==> src/rtl/tree_pkg.sv <==
// Shared types and constants for the tree serializer/deserializer pair.
// Holds the alignment FSM states, default widths/sync word and a counter-width helper.
package tree_pkg;

    typedef enum logic [1:0] {
        HUNT    = 2'd0,
        CONFIRM = 2'd1,
        LOCKED  = 2'd2
    } deser_state_e;

    localparam int TREE_FROM    = 16;
    localparam int TREE_LOGFROM = 4;

    localparam logic [15:0] TREE_SYNC_WORD = 16'hA5C3;

    function automatic int cnt_width(input int max_val);
        int w;
        w = 1;
        while ((1 << w) <= max_val) w = w + 1;
        return w;
    endfunction

endpackage

==> src/rtl/deser_shift_reg.sv <==
// Serial-to-parallel shift register plus word-phase counter; candidate word is combinational.
// No backpressure: shifts every clk, load_zero restarts the word phase on the next cycle.
module deser_shift_reg #(
    parameter int TO    = 16,
    parameter int LOGTO = 4
) (
    input  logic          clk,
    input  logic          reset,
    input  logic          serial_bit,
    input  logic          load_zero,
    output logic [TO-1:0] candidate,
    output logic          word_end
);

    logic [TO-1:0]    sr;
    logic [LOGTO-1:0] bit_cnt;

    // Newest bit enters at the MSB so the first bit of a word ends up at bit 0.
    assign candidate = {serial_bit, sr[TO-1:1]};
    assign word_end  = (bit_cnt == LOGTO'(TO - 1));

    always_ff @(posedge clk) begin
        if (!reset) begin
            sr      <= '0;
            bit_cnt <= '0;
        end else begin
            sr      <= candidate;
            bit_cnt <= load_zero ? '0 : bit_cnt + 1'b1;
        end
    end

endmodule

==> src/rtl/tree_deserializer.sv <==
// Rebuilds TO-bit words from a serial stream with sync-word hunt/confirm/locked alignment.
// Word and valid strobe appear one cycle after the word's last bit; no backpressure.
module tree_deserializer
    import tree_pkg::*;
#(
    parameter int            TO         = TREE_FROM,
    parameter int            LOGTO      = TREE_LOGFROM,
    parameter logic [TO-1:0] SYNC_WORD  = TO'(TREE_SYNC_WORD),
    parameter int            SYNC_HITS  = 2,
    parameter int            LOSS_LIMIT = 4
) (
    input  logic          clk,
    input  logic          reset,
    input  logic          data_i,
    input  logic          sync_slot_i,
    input  logic          realign_i,
    output logic [TO-1:0] data_o,
    output logic          valid_o,
    output logic          lock_o,
    output logic          err_o
);

    localparam int CNT_W = cnt_width(7);
    localparam logic [CNT_W-1:0] HITS_MAX = CNT_W'(SYNC_HITS);
    localparam logic [CNT_W-1:0] LOSS_MAX = CNT_W'(LOSS_LIMIT);

    deser_state_e     state_q, state_d;
    logic [CNT_W-1:0] hits_q, hits_d;
    logic [CNT_W-1:0] misses_q, misses_d;
    logic [TO-1:0]    candidate;
    logic             word_end;
    logic             load_zero;
    logic             sync_match;
    logic             valid_d, err_d, lock_d;

    deser_shift_reg #(
        .TO    (TO),
        .LOGTO (LOGTO)
    ) u_shift (
        .clk        (clk),
        .reset      (reset),
        .serial_bit (data_i),
        .load_zero  (load_zero),
        .candidate  (candidate),
        .word_end   (word_end)
    );

    assign sync_match = (candidate == SYNC_WORD);

    always_ff @(posedge clk) begin
        if (!reset) begin
            state_q  <= HUNT;
            hits_q   <= '0;
            misses_q <= '0;
        end else begin
            state_q  <= state_d;
            hits_q   <= hits_d;
            misses_q <= misses_d;
        end
    end

    always_comb begin
        state_d   = state_q;
        hits_d    = hits_q;
        misses_d  = misses_q;
        load_zero = 1'b0;
        if (realign_i) begin
            state_d  = HUNT;
            hits_d   = '0;
            misses_d = '0;
        end else begin
            case (state_q)
                HUNT: begin
                    // Sliding compare: a hit defines the word phase from the next cycle on.
                    if (sync_match) begin
                        load_zero = 1'b1;
                        hits_d    = CNT_W'(1);
                        state_d   = (SYNC_HITS == 1) ? LOCKED : CONFIRM;
                    end
                end
                CONFIRM: begin
                    if (word_end) begin
                        if (sync_match) begin
                            hits_d = hits_q + 1'b1;
                            if (hits_q + 1'b1 == HITS_MAX) state_d = LOCKED;
                        end else begin
                            hits_d  = '0;
                            state_d = HUNT;
                        end
                    end
                end
                LOCKED: begin
                    if (word_end && sync_slot_i) begin
                        if (sync_match) begin
                            misses_d = '0;
                        end else if (misses_q + 1'b1 == LOSS_MAX) begin
                            state_d  = HUNT;
                            hits_d   = '0;
                            misses_d = '0;
                        end else begin
                            misses_d = misses_q + 1'b1;
                        end
                    end
                end
                default: state_d = HUNT;
            endcase
        end
    end

    always_comb begin
        valid_d = 1'b0;
        err_d   = 1'b0;
        // The word that triggers loss of lock is still delivered.
        if (state_q == LOCKED && word_end && !realign_i) begin
            valid_d = 1'b1;
            err_d   = sync_slot_i && !sync_match;
        end
        lock_d = (state_d == LOCKED);
    end

    always_ff @(posedge clk) begin
        if (!reset) begin
            data_o  <= '0;
            valid_o <= 1'b0;
            lock_o  <= 1'b0;
            err_o   <= 1'b0;
        end else begin
            valid_o <= valid_d;
            lock_o  <= lock_d;
            err_o   <= err_d;
            if (valid_d) data_o <= candidate;
        end
    end

endmodule

==> config.mk <==
export PLATFORM = sky130hd
export DESIGN_NAME = tree_deserializer
export DESIGN_NICKNAME = d
export VERILOG_FILES = /design/src/rtl/tree_pkg.sv /design/src/rtl/deser_shift_reg.sv /design/src/rtl/tree_deserializer.sv
export SDC_FILE = /design/constraint.sdc
export NUM_CORES = 1
export LEC_CHECK = 0
export ABC_AREA = 1
export CORE_AREA = 5 5 57 85
export DETAILED_ROUTE_END_ITERATION = 8
export DIE_AREA = 0 0 62 90
export PLACE_DENSITY = 0.82
export SLEW_MARGIN = 10
export SYNTH_ARGS = -nofsm -noshare
export SYNTH_HDL_FRONTEND = slang
export SYNTH_SLANG_ARGS = --single-unit
==> constraint.sdc <==
create_clock -name clk -period 2.3 [get_ports clk]
set_input_delay 0.23 -clock clk [delete_from_list [all_inputs] [get_ports clk]]
set_output_delay 0.23 -clock clk [all_outputs]
set_load 0.1 [all_outputs]
==> out/results.txt <==
run status = complete, no violations
r2r worst-path depth = 10
Iter 0 DRT Violations = 17
top routing layer in use = met4
Syn Inst Count = 250
# fillers = 389
WP buf/inv = 1
Clk pin slew, worst setup/hold paths = 80 ps
startpoint types = flop
max incr delay on CP = 380 ps
Mapped Avg Cell Area = 7.55 um2
worst hold start = u_shift.sr[2]$_SDFF_PN0_
hold path depth = 2
ranking of synthesized cells by area = dfxtp_1 49%, nor2_1 11%, nand2_1 8.7%
top cell type's share of synthesized area = 48.8%
antenna viol nets, final = 0
Root Buffer = clkbuf_8
CP required = 2530 ps
Yosys top cell by area = dfxtp_1
via/cell ratio = 4.69
area grow syn2layout = 18.4%
Std-Cell Rows = 29
core area = 4060 um2
antenna violations before repair = 0
CTS max path bufs = 2
metal3 WL = 141 um
vias in the first global route = 1436
worst skew pair latency = 290 ps
crit-path cells = ha_1, inv_1, nand2_1, nand3_1, nor2_1, nand2_1, nand2_1, nand3_2, and2_1, nor2_1
routed wire length = 3560 um
Post-CTS Setup Inserts = 0
GP Congestion = 0.910
total negative slack = 0 ps
VDD IR max = 0.550 mV
FFs w/ async S/R, synth = 0%
EDFF count, synth = 0
CP Capture Type = flop
Post-Route M1 WL = 1540 um
Sink Count = 46
Tcrit/Tclk final = 67.9%
CTS tree = built
fin crit period = 1560 ps
Yosys reg bits = 46
Final HPWL DP = 2630 um
routed len/inst = 11.0 um
total gr overflow = 0
worst r2r src = misses_q[0]$_SDFFE_PP0P_
Synth top cells by count = 56 x nor2_1, 46 x dfxtp_1, 44 x nand2_1
adder-cell share of the synthesized area = 5.96%
Reg-to-Reg End = hits_q[1]$_SDFFE_PP0P_
# setup viols final = 0
P_leak = 1.18 nW
RSZ-0062 raised after global routing = no
Die Area = 5580 um2
crit path max fanout = 5
fmax = 640 MHz
worst clock skew = 4.51 ps
Hold EP = u_shift.sr[1]$_SDFF_PN0_
nets = 291
Slew @ Worst Pin = 321 ps
Synth Area in Compound Gates = 6.83%
CTS buffer count = 5
Max-Cap Viols = 0
library cells used by synthesis = 25
delay-heaviest family, CP = simple AND/OR/NAND/NOR gates
Syn. warnings = 0
number of inserted diodes = 0
largest net degree at the start of global routing = 33
layout cells sized above 1 = 14.4%
max-slew headroom at the worst pin = 78.5%
r2r setup slk = 740 ps
Ports = 24
xor/xnor share of the synthesized area = 0.928%
met2 wire len = 1810 um
Slew Limit Fails = 0
H-tree levels = 2
Port Buffers = 23
Die H = 90 um
Min-Delay Path Class = flop to flop
Mapped Area = 1890 um2
multiplexer share of the synthesized area = 0%
die width = 62 um
worst setup path class = flop to flop
Worst path slowest cell = dfxtp_1
Fin. Hold Viols = 0
simple-gate share of the synthesized area = 28.4%
smallest hold slack = 438 ps
most frequent cell after synthesis = nor2_1
drt first pass iters = 4
GRT Total Usage = 14.7%
Cell Pwr Density = 646 nW/um2
starting density of the core = 46.5%
routed via count = 1514
combinational family with the most area after synthesis = simple AND/OR/NAND/NOR gates
commonest register cell after synthesis = dfxtp_1
critical path's most frequent cell = nand2_1
Seq/Total Area, Yosys = 48.8%
DRC = 0
syn_nets = 264
CP arrival = 1790 ps
Post-CTS Resized = 0
first-pass GRT wire length = 6310 um
CTS Hold Buffers Added = 0
==> worst register-to-register path, stage by stage (launching register included) <==
cell and delay, ps:
dfxtp_1 380, ha_1 190, inv_1 40, nand2_1 70, nand3_1 100, nor2_1 110
nand2_1 60, nand2_1 130, nand3_2 140, and2_1 170, nor2_1 100
==> area by class of cell <==
cell class	instances	area, um2	share of cell area (%)
flip-flops and latches	46	921	41.2
multi-input cells	159	796	35.6
repair buffers	25	198	8.85
inverters	40	150	6.72
clock buffers	6	82.6	3.70
well taps	46	57.6	2.58
clock inverters	1	30.0	1.34
==> how the worst max path moves through the flow <==
stage / end / cells after the start / start / slack, ps
floorplan: data_o[10]$_SDFFE_PN0P_ / 9 / u_shift.bit_cnt[0]$_SDFF_PP0_ / 870
global placement: lock_o$_SDFF_PN0_ / 10 / data_i / 610
detailed placement: hits_q[1]$_SDFFE_PP0P_ / 11 / data_i / 560
CTS: hits_q[2]$_SDFFE_PP0P_ / 10 / misses_q[0]$_SDFFE_PP0P_ / 750
global route: lock_o$_SDFF_PN0_ / 11 / misses_q[0]$_SDFFE_PP0P_ / 510
finish: hits_q[1]$_SDFFE_PP0P_ / 10 / misses_q[0]$_SDFFE_PP0P_ / 740
==> cells in the final DEF (no fill, tap or decap), types with 2 or more instances in the layout <==
master	n
inv_2	4
ha_1	9
nand3_1	6
nor2_2	2
a21oi_1	5
xor2_1	2
o21ai_0	17
nor2_1	56
clkdlybuf4s50_1	4
nand2_2	2
buf_4	21
inv_1	36
dfxtp_1	46
nor3_1	2
nand2_1	44
nand4_1	5
clkbuf_8	6
==> cells by family (layout without fill, tap and decap cells) <==
group,after synthesis,in the layout
AOI/OAI and AO/OA,24,24
xor gates and xnor gates,2,2
adders and majority gates,9,9
buffers and inverters,45,72
DFF,46,46
and+or+nand+nor,124,124
==> metal layers <==
| layer | vias to the layer above | global-route usage, % |
|---|---|---|
| met4 | 0 | 5.84 |
| met3 | 6 | 3.44 |
| li1 | 819 | - |
| met2 | 25 | 24.1 |
| met5 | - | 0 |
| met1 | 664 | 17.5 |
==> sequential cells by signal (all words and copies together) (netlist names) <==
| register | count |
|---|---|
| u_shift.sr | 15 |
| err_o | 1 |
| u_shift.bit_cnt | 4 |
| lock_o | 1 |
| hits_q | 3 |
| valid_o | 1 |
| data_o | 16 |
| state_q | 2 |
| misses_q | 3 |
==> power breakdown <==
part	total, mW	switching, mW	internal, mW
combinational	0.0362	0.0217	0.0145
sequential	0.808	0.00514	0.803
clock	0.600	0.252	0.347
==> through the flow <==
| step | worst slack, ps | power (mW) | util, % | instance area (um2) | instances |
|---|---|---|---|---|---|
| after floorplan | 874 | 0.847 | - | 1890 | 250 |
| after global placement | 611 | 0.863 | 52.2 | 2120 | 316 |
| after detailed placement | 560 | 0.863 | 52.2 | 2120 | 316 |
| after CTS | 753 | 1.46 | 55.0 | 2230 | 323 |
| after global routing | 505 | 1.50 | 55.0 | 2230 | 323 |
| final | 737 | 1.44 | 55.0 | 2230 | 323 |
(Power assumes the default switching activity.)
